File: src/rtl/wb_sequencer_if.sv
`default_nettype none
// ============================================================================
// Module   : wb_sequencer_if
// Purpose  : Bundles the result-pipe handshake and write-back bus of the
//            write-back sequencer. The slave modport is the sequencer's view.
//            Optional macro WB_SEQ_LAST_EN adds the O_WB_Last signal.
// Revision : 1.0  initial release
// ============================================================================
interface wb_sequencer_if #(
    parameter int WIDTH_INDEX = 8,
    parameter int WIDTH_DATA  = 32
);
    logic                   I_Stall;
    logic                   I_Req;
    logic [WIDTH_INDEX-1:0] I_Dst;
    logic [WIDTH_INDEX-1:0] I_Slice_Len;
    logic [WIDTH_DATA-1:0]  I_Data;
    logic                   O_WB_Valid;
    logic [WIDTH_INDEX-1:0] O_WB_Index;
    logic [WIDTH_DATA-1:0]  O_WB_Data;
    logic                   O_Full;
    logic                   O_Busy;
`ifdef WB_SEQ_LAST_EN
    logic                   O_WB_Last;
`endif

    modport slave (
        input  I_Stall,
        input  I_Req,
        input  I_Dst,
        input  I_Slice_Len,
        input  I_Data,
        output O_WB_Valid,
        output O_WB_Index,
        output O_WB_Data,
        output O_Full,
        output O_Busy
`ifdef WB_SEQ_LAST_EN
        , output O_WB_Last
`endif
    );

    modport master (
        output I_Stall,
        output I_Req,
        output I_Dst,
        output I_Slice_Len,
        output I_Data,
        input  O_WB_Valid,
        input  O_WB_Index,
        input  O_WB_Data,
        input  O_Full,
        input  O_Busy
`ifdef WB_SEQ_LAST_EN
        , input O_WB_Last
`endif
    );
endinterface
`default_nettype wire

File: src/rtl/wb_sequencer.sv
`default_nettype none
// ============================================================================
// Module   : wb_sequencer
// Purpose  : Expands result slices from the execution pipe into a stream of
//            write-backs with consecutive (wrapping) destination indices,
//            buffered through a DEPTH-entry FIFO that the consumer drains
//            whenever it is not stalled.
//            Optional macro WB_SEQ_LAST_EN stores and presents a per-entry
//            end-of-slice flag on O_WB_Last.
// Revision : 1.0  initial release
// ============================================================================
module wb_sequencer #(
    parameter int DEPTH       = 4,
    parameter int WIDTH_INDEX = 8,
    parameter int WIDTH_DATA  = 32
) (
    input  wire logic     clock,
    input  wire logic     reset,
    wb_sequencer_if.slave bus
);
    localparam int                c_ADDR_W    = (DEPTH > 1) ? $clog2(DEPTH) : 1;
    localparam logic [c_ADDR_W:0] c_DEPTH_CNT = (c_ADDR_W + 1)'(DEPTH);

    typedef enum logic [0:0] {
        IDLE = 1'b0,
        RUN  = 1'b1
    } state_t;

    state_t                 state_q,  state_d;
    logic [WIDTH_INDEX-1:0] base_q,   base_d;
    logic [WIDTH_INDEX-1:0] len_q,    len_d;
    logic [WIDTH_INDEX-1:0] cnt_q,    cnt_d;
    // Pointers carry one extra bit so full and empty are distinguishable.
    logic [c_ADDR_W:0]      wr_ptr_q, wr_ptr_d;
    logic [c_ADDR_W:0]      rd_ptr_q, rd_ptr_d;

    logic [WIDTH_INDEX-1:0] idx_mem  [DEPTH];
    logic [WIDTH_DATA-1:0]  data_mem [DEPTH];
`ifdef WB_SEQ_LAST_EN
    logic                   last_mem [DEPTH];
    logic                   w_push_last;
`endif

    logic [c_ADDR_W:0]      w_occupancy;
    logic                   w_empty;
    logic                   w_full;
    logic                   w_accept;
    logic                   w_pop;
    logic [WIDTH_INDEX-1:0] w_push_idx;
    logic [c_ADDR_W-1:0]    w_wr_addr;
    logic [c_ADDR_W-1:0]    w_rd_addr;

    // Occupancy and flags come only from registered pointers, so O_Full has
    // no combinational path from I_Req.
    assign w_occupancy = wr_ptr_q - rd_ptr_q;
    assign w_empty     = (w_occupancy == '0);
    assign w_full      = (w_occupancy == c_DEPTH_CNT);
    assign w_accept    = bus.I_Req & ~w_full;
    assign w_pop       = ~w_empty & ~bus.I_Stall;
    assign w_wr_addr   = wr_ptr_q[c_ADDR_W-1:0];
    assign w_rd_addr   = rd_ptr_q[c_ADDR_W-1:0];

    // Slice sequencing: pick the pushed index and advance the slice counter.
    always_comb begin
        state_d    = state_q;
        base_d     = base_q;
        len_d      = len_q;
        cnt_d      = cnt_q;
        w_push_idx = '0;
`ifdef WB_SEQ_LAST_EN
        w_push_last = 1'b0;
`endif
        case (state_q)
            IDLE: begin
                if (w_accept) begin
                    base_d     = bus.I_Dst;
                    len_d      = bus.I_Slice_Len;
                    cnt_d      = WIDTH_INDEX'(1);
                    w_push_idx = bus.I_Dst;
`ifdef WB_SEQ_LAST_EN
                    w_push_last = (bus.I_Slice_Len == '0);
`endif
                    if (bus.I_Slice_Len != '0) begin
                        state_d = RUN;
                    end
                end
            end
            RUN: begin
                if (w_accept) begin
                    // Natural WIDTH_INDEX-bit overflow gives the index wrap.
                    w_push_idx = base_q + cnt_q;
                    cnt_d      = cnt_q + WIDTH_INDEX'(1);
`ifdef WB_SEQ_LAST_EN
                    w_push_last = (cnt_q == len_q);
`endif
                    if (cnt_q == len_q) begin
                        state_d = IDLE;
                    end
                end
            end
            default: begin
                state_d = IDLE;
            end
        endcase
    end

    // FIFO pointer advance on push and pop.
    always_comb begin
        wr_ptr_d = wr_ptr_q;
        rd_ptr_d = rd_ptr_q;
        if (w_accept) begin
            wr_ptr_d = wr_ptr_q + (c_ADDR_W + 1)'(1);
        end
        if (w_pop) begin
            rd_ptr_d = rd_ptr_q + (c_ADDR_W + 1)'(1);
        end
    end

    // Control state register; reset abandons any slice and empties the FIFO.
    always_ff @(posedge clock or posedge reset) begin
        if (reset) begin
            state_q  <= IDLE;
            base_q   <= '0;
            len_q    <= '0;
            cnt_q    <= '0;
            wr_ptr_q <= '0;
            rd_ptr_q <= '0;
        end else begin
            state_q  <= state_d;
            base_q   <= base_d;
            len_q    <= len_d;
            cnt_q    <= cnt_d;
            wr_ptr_q <= wr_ptr_d;
            rd_ptr_q <= rd_ptr_d;
        end
    end

    // Entry storage; contents are only observed behind a valid pointer range.
    always_ff @(posedge clock) begin
        if (w_accept) begin
            idx_mem[w_wr_addr]  <= w_push_idx;
            data_mem[w_wr_addr] <= bus.I_Data;
`ifdef WB_SEQ_LAST_EN
            last_mem[w_wr_addr] <= w_push_last;
`endif
        end
    end

    // Head of FIFO drives the write-back bus, forced to zero when not valid.
    assign bus.O_WB_Valid = w_pop;
    assign bus.O_WB_Index = w_pop ? idx_mem[w_rd_addr]  : '0;
    assign bus.O_WB_Data  = w_pop ? data_mem[w_rd_addr] : '0;
`ifdef WB_SEQ_LAST_EN
    assign bus.O_WB_Last  = w_pop ? last_mem[w_rd_addr] : 1'b0;
`endif
    assign bus.O_Full     = w_full;
    assign bus.O_Busy     = (state_q == RUN) | ~w_empty;

endmodule
`default_nettype wire

File: src/flat_wrapper.sv
// flat-port wrapper written by rule: the top's interface ports become plain ports
module wb_sequencer_flat 
#(
    parameter int DEPTH       = 4,
    parameter int WIDTH_INDEX = 8,
    parameter int WIDTH_DATA  = 32
)
  (clock, reset, bus_I_Stall, bus_I_Req, bus_I_Dst, bus_I_Slice_Len, bus_I_Data, bus_O_WB_Valid, bus_O_WB_Index, bus_O_WB_Data, bus_O_Full, bus_O_Busy);
  wb_sequencer_if #(.WIDTH_INDEX(WIDTH_INDEX), .WIDTH_DATA(WIDTH_DATA)) bus_i ();
  input  wire logic clock;
  input  wire logic reset;
  input wire logic [$bits(bus_i.I_Stall)-1:0] bus_I_Stall;
  input wire logic [$bits(bus_i.I_Req)-1:0] bus_I_Req;
  input wire logic [$bits(bus_i.I_Dst)-1:0] bus_I_Dst;
  input wire logic [$bits(bus_i.I_Slice_Len)-1:0] bus_I_Slice_Len;
  input wire logic [$bits(bus_i.I_Data)-1:0] bus_I_Data;
  output wire logic [$bits(bus_i.O_WB_Valid)-1:0] bus_O_WB_Valid;
  output wire logic [$bits(bus_i.O_WB_Index)-1:0] bus_O_WB_Index;
  output wire logic [$bits(bus_i.O_WB_Data)-1:0] bus_O_WB_Data;
  output wire logic [$bits(bus_i.O_Full)-1:0] bus_O_Full;
  output wire logic [$bits(bus_i.O_Busy)-1:0] bus_O_Busy;
  assign bus_i.I_Stall = bus_I_Stall;
  assign bus_i.I_Req = bus_I_Req;
  assign bus_i.I_Dst = bus_I_Dst;
  assign bus_i.I_Slice_Len = bus_I_Slice_Len;
  assign bus_i.I_Data = bus_I_Data;
  assign bus_O_WB_Valid = bus_i.O_WB_Valid;
  assign bus_O_WB_Index = bus_i.O_WB_Index;
  assign bus_O_WB_Data = bus_i.O_WB_Data;
  assign bus_O_Full = bus_i.O_Full;
  assign bus_O_Busy = bus_i.O_Busy;
  wb_sequencer #(.DEPTH(DEPTH), .WIDTH_INDEX(WIDTH_INDEX), .WIDTH_DATA(WIDTH_DATA)) u_core (.clock(clock), .reset(reset), .bus(bus_i));
endmodule
File: config.mk
export PLATFORM = sky130hd
export DESIGN_NAME = wb_sequencer_flat
export DESIGN_NICKNAME = d
export VERILOG_FILES = /design/src/rtl/wb_sequencer_if.sv /design/src/rtl/wb_sequencer.sv /design/src/flat_wrapper.sv
export SDC_FILE = /design/constraint.sdc
export NUM_CORES = 1
export LEC_CHECK = 0
export CORE_ASPECT_RATIO = 1.75
export CORE_UTILIZATION = 40
export CTS_BUF_LIST = sky130_fd_sc_hd__clkbuf_4
export DETAILED_ROUTE_END_ITERATION = 8
export MAX_ROUTING_LAYER = met4
export SLEW_MARGIN = 30
export SYNTH_ARGS = -nofsm -noshare
export SYNTH_HDL_FRONTEND = slang
export SYNTH_SLANG_ARGS = --single-unit
File: constraint.sdc
create_clock -name clock -period 7.7 [get_ports clock]
set_input_delay 0.77 -clock clock [delete_from_list [all_inputs] [get_ports clock]]
set_output_delay 0.77 -clock clock [all_outputs]
set_load 0.02 [all_outputs]
Word-level counts from Yosys, hierarchy flattened
Memories as Yosys holds them, arrays and structs flattened.
Cells that the tools add are included.
Storage, ports and cells
  logic and storage cells: 43
  memory bits (writable): 160
  memories: 2
  bits in registers: 31
Cells by class
  bitwise gates (word level): 7
  muxes and demuxes: 15
  eq/ne operators: 4
  add/sub/neg operators: 5
  reduce and logical (&&, ||, !) cells: 4
Memory list
  u_core.data_mem: words 4, width 32, read ports 1, clocked after Yosys merged registers in 0, write ports 1, line wb_sequencer.sv:38  | logic [WIDTH_DATA-1:0] data_mem [DEPTH];
  u_core.idx_mem: words 4, width 8, read ports 1, clocked after Yosys merged registers in 0, write ports 1, line wb_sequencer.sv:37  | logic [WIDTH_INDEX-1:0] idx_mem [DEPTH];
Operator list (number)
  two-way mux 8 bit: 5
  two-way mux 32 bit: 1
  case mux 8 bit (2 select lines): 2
  adder 8 x 1 -> 8 bit (second input constant): 1
  adder 8 bit: 1
  equality test 8 bit: 1
  nonzero test 8 bit: 1
  adder 3 x 1 -> 3 bit (second input constant): 2
  two-way mux 1 bit: 6
  inverter 1 bit: 4
  AND reduction 2 bit: 2
  equality test 3 bit (second input constant): 1
  zero test 3 bit: 1
  subtractor 3 bit: 1
  bitwise AND 1 bit: 2
  inequality test 2 x 1 -> 1 bit (second input constant): 1
  inequality test 2 bit (second input constant): 1
  case mux 1 bit (2 select lines): 1
  bitwise OR 1 bit: 1

Longest topological paths before layout
Gate-level depths: netlist of the first run.
  depth in word-level cells: 6
  mapped depth: 10
  mapped depth without buffers: 7

Worst setup path before layout of the first run
Ideal clock, no wire load.
  path kind: reg-to-reg
  start: register u_core.rd_ptr_q[1]
  end: memory u_core.data_mem[0][0] (enable)
  setup slack: 4446 ps
  path buffers: 3
  cell stages (with the launch flop): 10
  setup time: 401 ps
  arrival time: 2852 ps
  data required time: 7299 ps
  clock period less this slack: 3254 ps
  cell sequence: dfrtp_1 clkbuf_1 buf_1 inv_1 ha_1 nor2b_1 xnor2_2 o21a_4 buf_2 and2_1
Between the ends
  word-level cells in the longest chain between the ends: 6
Ends and longest elaborated chain
  from (decl): line wb_sequencer.sv:35  | logic [c_ADDR_W:0] rd_ptr_q, rd_ptr_d;
  from (signal assigned): line wb_sequencer.sv:134  | rd_ptr_q <= rd_ptr_d;
  subtractor 3 bit: line wb_sequencer.sv:55  | assign w_occupancy = wr_ptr_q - rd_ptr_q;
  equality test 3 bit: line wb_sequencer.sv:57  | assign w_full = (w_occupancy == c_DEPTH_CNT);
  inverter 1 bit: line wb_sequencer.sv:58  | assign w_accept = bus.I_Req & ~w_full;
  bitwise AND 1 bit: line wb_sequencer.sv:58
  two-way mux 1 bit: line wb_sequencer.sv:140  | if (w_accept) begin
  two-way mux 1 bit (not written as such): line wb_sequencer.sv:142  | data_mem[w_wr_addr] <= bus.I_Data;
  to (decl): line wb_sequencer.sv:38
No other way between the ends.

Worst setup path in the final report of the first run
  start: register u_core.rd_ptr_q[1]
  end: output bus_O_WB_Index[5]
Between the ends
  word-level cells in the longest chain between the ends: 5
  elaborated cells between the ends (all ways): 6
  classes of those cells: add/sub: 1; mux: 1; bitwise: 2; reduce/logical: 1; memory: 1
Ends and longest elaborated chain
  subtractor 3 bit: line wb_sequencer.sv:55
  zero test 3 bit: line wb_sequencer.sv:56  | assign w_empty = (w_occupancy == '0);
  inverter 1 bit: line wb_sequencer.sv:59  | assign w_pop = ~w_empty & ~bus.I_Stall;
  bitwise AND 1 bit: line wb_sequencer.sv:59
  two-way mux 8 bit (*): line wb_sequencer.sv:151  | assign bus.O_WB_Index = w_pop ? idx_mem[w_rd_addr] : '0;
  to (decl): line flat_wrapper.sv:18  | output wire logic [$bits(bus_i.O_WB_Index)-1:0] bus_O_WB_Index;
Every way passes the cells marked *; elsewhere a longest branch is shown, timed or not.

==> results of run 1 <==
==> path summary, 6_finish.rpt <==
kind,slack [ns],endpoint,depth (start not counted)
max in group asynchronous,6.77,u_core.rd_ptr_q[1]$_DFFE_PP0P_,3
worst max-delay path,3.22,bus_O_WB_Index[5],8
worst max register to register,4.70,u_core.data_mem[0][2]$_DFFE_PP_,6
worst min-delay path,0.51,u_core.rd_ptr_q[2]$_DFFE_PP0P_,1
min in group asynchronous,0.57,u_core.base_q[0]$_DFFE_PP0P_,3
worst min register to register,0.51,u_core.rd_ptr_q[2]$_DFFE_PP0P_,1
==> registers in the layout, indices dropped and copies added (netlist names) <==
signal,flops
u_core.base_q,8
u_core.cnt_q,8
u_core.data_mem,128
u_core.idx_mem,32
u_core.len_q,8
u_core.rd_ptr_q,3
u_core.state_q,1
u_core.wr_ptr_q,3
==> stage by stage <==
| stage | power, W | instance area (um2) | utilization, % |
|---|---|---|---|
| final | 0.00377 | 9500 | 48.3 |
| after global routing | 0.00400 | 9500 | 48.3 |
| after CTS | 0.00383 | 9490 | 48.3 |
| after detailed placement | 0.00332 | 9220 | 46.9 |
| after global placement | 0.00326 | 9200 | 46.8 |
| after floorplan | 0.00272 | 8020 | - |
==> cell families (layout without fill, tap and decap cells) <==
logic type	Yosys count	in the layout	synth area share, %
flip-flops	191	191	69.6
AND/OR/NAND/NOR	94	94	6.57
multiplexers	59	59	14.3
AO/OA/AOI/OAI	41	41	3.42
buffers and inverters	24	133	1.48
XOR/XNOR	18	18	2.06
adder cells (fa/ha/maj)	16	16	2.59
other	0	1	0
==> area by class of cell <==
cell class              count  area (um2)  share of cell area (%)
multi-input cells         228        2340                    24.6
clock buffers              17         128                    1.34
diodes                      1        2.50                  0.0264
repair buffers             97         971                    10.2
well taps                 245         307                    3.23
clock inverters            14         145                    1.53
flip-flops and latches    191        5590                    58.8
inverters                   5        18.8                   0.198
==> power by group <==
group          internal, W  switching, W  leakage [nW]
Sequential         0.00149      0.000168          1.84
Combinational     0.000782      0.000817          1.30
Clock             0.000145      0.000370         0.149
==> critical path: stages (launching register included) <==
cell and delay [ns]:
dfrtp_4 0.88, inv_1 0.13, ha_1 0.23, nor2b_1 0.23, xnor2_2 0.19, a21oi_4 0.46, buf_8 0.26, and2_1 0.16
clkdlybuf4s50_1 0.63
==> cell usage in the layout (no fill, tap or decap), drive strengths merged, types with 9 or more instances in the layout <==
master,synthesis,routed
edfxtp,160,160
clkdlybuf4s50,0,94
and2,46,46
mux4,40,40
dfrtp,31,31
clkbuf,10,17
nand2,16,16
mux2,16,16
ha,15,15
xnor2,15,15
o21ai,12,12
inv,4,11
a21oi,10,10
nor2,9,9
==> routing by layer <==
metal	share of wire [%]	vias to the layer above
li1	-	1923
met1	40	2176
met2	56	95
met3	2.7	13
met4	1.2	0
met5	0	-
==> impl_results.md, run 1 <==
- Number of distinct standard cells referenced by the synthesized netlist: between 40 and 50
- Maximum level of the CTS H-tree: 4
- Number of instances in the synthesized netlist: between 400 and 500
- Post-detail-place hpwl: just under 10,000 um
- Crit path kind: reg2out
- Endpoint class of the critical path: primary output
- Worst reg2reg startpoint: u_core.rd_ptr_q[1]$_DFFE_PP0P_
- Antenna-violating nets left: 0
- Crit path required time: roughly 7 ns
- Starting density of the core: 40.8%
- Via-to-Cell Ratio: 5.27
- First-pass GRT wire length: 24,100 um
- CTS tree: built
- Worst Setup Slack, final: between 3 and 4 ns
- Die width: around 110 um
- Max-slew headroom: around 44%
- Power per cell area: slightly below 400 nW/um2
- Clock latency reported for the late side of the worst-skew pair: between 0.5 and 0.6 ns
- Area of the core: 19,700 um2
- Drt wl/cell: just under 20 um
- Weighted congestion at the end of routability-driven global placement: 0.814
- Clock period minus worst slack: between 4 and 5 ns
- Maximum fanout along the worst path: 42
- RSZ-0062 raised after global routing: false
- Number of flops mapped to enable cells by yosys: between 150 and 200
- Clock-pin slew reported for the worst setup and hold paths after clock tree synthesis: 0.14 ns
- Number of warnings reported in the yosys synthesis log: 0
- Area added between synthesis and finish: 18.4%
- Met2 global-route usage: approximately 29%
- Number of standard-cell rows in the floorplan: 68
- Peak supply drop: around 0.00016 V
- I/O Buffers: between 90 and 100
- Layout cells sized above 1: 18.7%
- Number of nets in the synthesized netlist: slightly above 500
- Share of synthesized registers carrying an async set or reset: 16.2%
- Met3 track demand over resource: under 10%
- Top cell type's share of synthesized area: between 50 and 60%
- Number of hold buffers added after cts: 0
- Number of buffers added by the clock tree synthesis step: 17
- Number of resized instances in the post-cts repair step: 0
- Top_reg_cell synth: edfxtp_1
- Run status: finished, final reports clean
- Syn avg cell area: about 18 um2
- Root buffer selected by CTS: clkbuf_4
- 1st-iter DRT viols: roughly 200
- Initial antenna violation count: 1
- Ranking of synthesized cells by instance count: 160 x edfxtp_1, 46 x and2_1, 40 x mux4_2, 31 x dfrtp_1
- Leakage power summed over all cells: roughly 3.3 nW
- Number of buffers on the longest clock path: 2
- Leading cell type by number of instances after synthesis: edfxtp_1
- Chip height: around 190 um
- Synth Register Bits: 191
- Final net count: approximately 610
- Post-placement worst setup slack: 3.77 ns
- MaxCap Viol Count: 0
- Gr busiest metal: met2
- All-Layer GR Usage: around 16%
- Upper clock frequency limit: between 200 and 250 MHz
- Top Ports: 95
- Pin count of the biggest net entering global routing: 43
- Total via count after detailed routing: between 4,000 and 5,000
- Final Slew Violations: 0
- Category of the worst setup path launch point: register
- Class of the tightest hold or removal check: reg2reg
- Final Hold Fails: 0
- Setup violation total in the final timing report: 0
- Mapped cell area: 8020 um2
- Count of unresolved DRC violations after routing: 0
- Post-CTS setup buffer count: 0
- Post-route clock skew: ~0.042 ns
- Cell accounting for the most synthesized area: edfxtp_1
- Total wire length after detailed routing: 15,400 um
- Crit path from: u_core.rd_ptr_q[1]$_DFFE_PP0P_
- Vias in the first global route: approximately 4,500
- Top cells by area, synth: edfxtp_1 60%, mux4_2 11%, dfrtp_1 9.7%
- Hold_ws: 0.509 ns
- # placed instances: approximately 770
- Signal arrival time at the worst endpoint: 3.71 ns
- Final Non-Filler Cells: ~800
- Launch instance of the worst min-delay path: u_core.rd_ptr_q[2]$_DFFE_PP0P_
- DRT Pass-1 Iters: 4
- Actual slew at the worst max-slew pin: ~0.83 ns
- Number of fillers in the final layout: 1,675
- Setup_tns: 0 ns
- DIE AREA: 20,600 um2
- Final clock period utilization by the worst path: about three fifths
- Met1 GRT Util: ~18%
- Proportion of synthesized chip area in sequential cells: 69.6%
- CTS sink cnt: roughly 190
- Remaining global-route overflow: 0
(Power assumes the default switching activity.)
==> run 2: changes to the inputs <==
- clock period: 7.7 -> 3.9 ns (I/O delays scaled with it)
==> run 2 against run 1 <==
  * Global-route usage grew 0.46 points
  * Final cell count grew 0.88%
  * Cell area grew 0.95%
  * Worst setup slack lost 2.8 ns
  * Sequential share of layout area shrank 0.58 points
  * Hold slack lost 0.33 ns
  * Clock power grew 110%
==> impl_results.md, run 2 (synthesis results as in run 1) <==
- Layout cells sized above 1: between 10% and 20%
- Top Ports: between 90 and 100
- Most common cell after layout, fill and taps aside: edfxtp_1
- Utilization after layout: 48.8%
- MaxCap Viol Count: 0
- Number of hold buffers added after cts: 0
- Area of the core: 19,700 um2
- Crit path largest cell delay: roughly 0.63 ns
- RSZ-0062 raised after global routing: false
- Post-route clock skew: roughly 0.029 ns
- End of the worst register-to-register path: u_core.data_mem[3][25]$_DFFE_PP_
- Most flops, register: u_core.data_mem
- DRT Pass-1 Iters: 5
- Overall Power: 0.00753 W
- Number of buffers on the longest clock path: 2
- Final clock period utilization by the worst path: 88.8%
- Number of buffers added by the clock tree synthesis step: 17
- Signal arrival time at the worst endpoint: roughly 3.1 ns
- I/O Buffers: between 90 and 100
- Crit path kind: reg2out
- Flip-flop count of the largest register, all copies and words added: between 100 and 150
- Clock period minus worst slack: about 3.5 ns
- Power per cell area: between 700 and 800 nW/um2
- Starting density of the core: 40.8%
- Number of resized instances in the post-cts repair step: 0
- Max-slew headroom: a little over two fifths
- Endpoint class of the critical path: primary output
- Setup violation total in the final timing report: 0
- Post-detail-place hpwl: 10,200 um
- Clock-pin slew reported for the worst setup and hold paths after clock tree synthesis: roughly 0.15 ns
- Post-placement worst setup slack: slightly above 1 ns
- Leakage power summed over all cells: around 3.3 nW
- First-pass GRT wire length: approximately 25,000 um
- Peak supply drop: approximately 0.00031 V
- Via-to-Cell Ratio: 5.29
- Hold_ws: around 0.18 ns
- Die width: 109 um
- Run status: finished, final reports clean
- Final net count: around 600
- Register-to-Register Setup Slack: between 1 and 1.5 ns
- All-Layer GR Usage: between 10% and 20%
- Remaining global-route overflow: 0
- Count of unresolved DRC violations after routing: 0
- Root buffer selected by CTS: clkbuf_4
- Chip height: approximately 190 um
- Worst Setup Slack, final: around 0.44 ns
- Total wire length after detailed routing: 15,500 um
- 1st-iter DRT viols: about 160
- DIE AREA: 20,600 um2
- CTS sink cnt: between 150 and 200
- Category of the worst setup path launch point: register
- Drt wl/cell: a little under 20 um
- Vias in the first global route: between 4,000 and 5,000
- Final Slew Violations: 0
- Crit path required time: between 3 and 4 ns
- Number of standard-cell rows in the floorplan: 68
- Maximum level of the CTS H-tree: 4
- Total via count after detailed routing: about 4,300
- Initial antenna violation count: 1
- Area added between synthesis and finish: 19.5%
- Final Hold Fails: 0
- Class of the tightest hold or removal check: in2async
- Critical path, cell by cell: inv_1 -> ha_1 -> nor2b_1 -> xnor2_2 -> a21oi_4 -> buf_4 -> and2_1 -> clkdlybuf4s50_1
- Worst reg2reg startpoint: u_core.wr_ptr_q[0]$_DFFE_PP0P_
- Antenna-violating nets left: 0
- Actual slew at the worst max-slew pin: around 0.85 ns
- CTS tree: built
- Worst reg-to-reg path cell count: 7
- Post-CTS setup buffer count: 0
- Upper clock frequency limit: 289 MHz
- Most frequent cells in the layout: 160 x edfxtp_1, 94 x clkdlybuf4s50_1, 42 x and2_1, 40 x mux4_2, 29 x dfrtp_1
- Largest registers: u_core.data_mem: 128 flops, u_core.idx_mem: 32 flops
- Weighted congestion at the end of routability-driven global placement: slightly above 0.8
- Pin count of the biggest net entering global routing: 46
- Clock latency reported for the late side of the worst-skew pair: roughly 0.56 ns
- Maximum fanout along the worst path: 45
- Highest-delay cell along the critical path: clkdlybuf4s50_1
- Setup_tns: 0 ns
run 2: cell types whose count changed in the layout (fill, tap and decap cells not counted), moves of 3 or more:
cell,previous run,this run
and2_2,0,4
and2_4,4,0
buf_12,0,4
clkinv_4,5,1
buf_4,2,5
clkbuf_4,17,20
inv_4,0,3
inv_8,3,0
run 2: stage by stage:
stage | instance area [um2] | instances
2_1_floorplan | 8020 | 443
3_3_place_gp | 9300 | 772
3_5_place_dp | 9300 | 772
4_1_cts | 9580 | 804
5_1_grt | 9590 | 805
6_report | 9590 | 805
run 2: worst max-delay path by stage:
stage                                            to  cells past startpoint  slack (ns)                      startpoint
finish                            bus_O_WB_Index[6]                      8        0.44  u_core.wr_ptr_q[0]$_DFFE_PP0P_
global route                      bus_O_WB_Index[6]                      8        0.18  u_core.wr_ptr_q[0]$_DFFE_PP0P_
CTS                               bus_O_WB_Index[6]                      8        0.36  u_core.wr_ptr_q[0]$_DFFE_PP0P_
detailed placement                 bus_O_WB_Data[8]                      4        1.02  u_core.rd_ptr_q[0]$_DFFE_PP0P_
global placement                   bus_O_WB_Data[8]                      4        1.04  u_core.rd_ptr_q[0]$_DFFE_PP0P_
floorplan           u_core.data_mem[0][0]$_DFFE_PP_                      9        0.65  u_core.rd_ptr_q[1]$_DFFE_PP0P_
run 2: report_power, final:
group	internal, W	leakage (nW)	total [W]	switching [W]
combinational	0.00158	1.33	0.00331	0.00172
clock	0.000411	0.164	0.00106	0.000647
sequential	0.00293	1.84	0.00317	0.000241
run 2: layer usage:
metal,global-route usage [%],part of all wire [%],wire length [um],vias up
li1,-,-,-,1936
met1,17.3,38,5900,2207
met2,30.8,57,8880,97
met3,2.99,3.1,476,17
met4,6.39,1.7,261,0
met5,-,0,0,-
run 2: area by class of cell:
type / instances / area (um2)
Clock inverter: 12 / 133
Inverter: 5 / 18.8
Tap cell: 245 / 307
Fill cell: 1678 / 10100
Antenna cell: 1 / 2.50
Sequential cell: 191 / 5580
Clock buffer: 20 / 150
Timing Repair Buffer: 103 / 1060
Multi-Input combinational cell: 228 / 2330
run 2: worst max-delay path: cells and delay by family (launching register included):
kind,cells,cell delay [ns]
adder cells (fa/ha/maj),1,0.17
AO/OA/AOI/OAI,1,0.17
flip-flops,1,0.43
AND/OR/NAND/NOR,2,0.41
XOR/XNOR,1,0.17
buffers and inverters,3,1.16
==> run 3: changes to the inputs <==
- GPL_ROUTABILITY_DRIVEN: unset -> 0
==> results of run 3 <==
No change in the layout: final DEF, timing and power equal those of run 2.
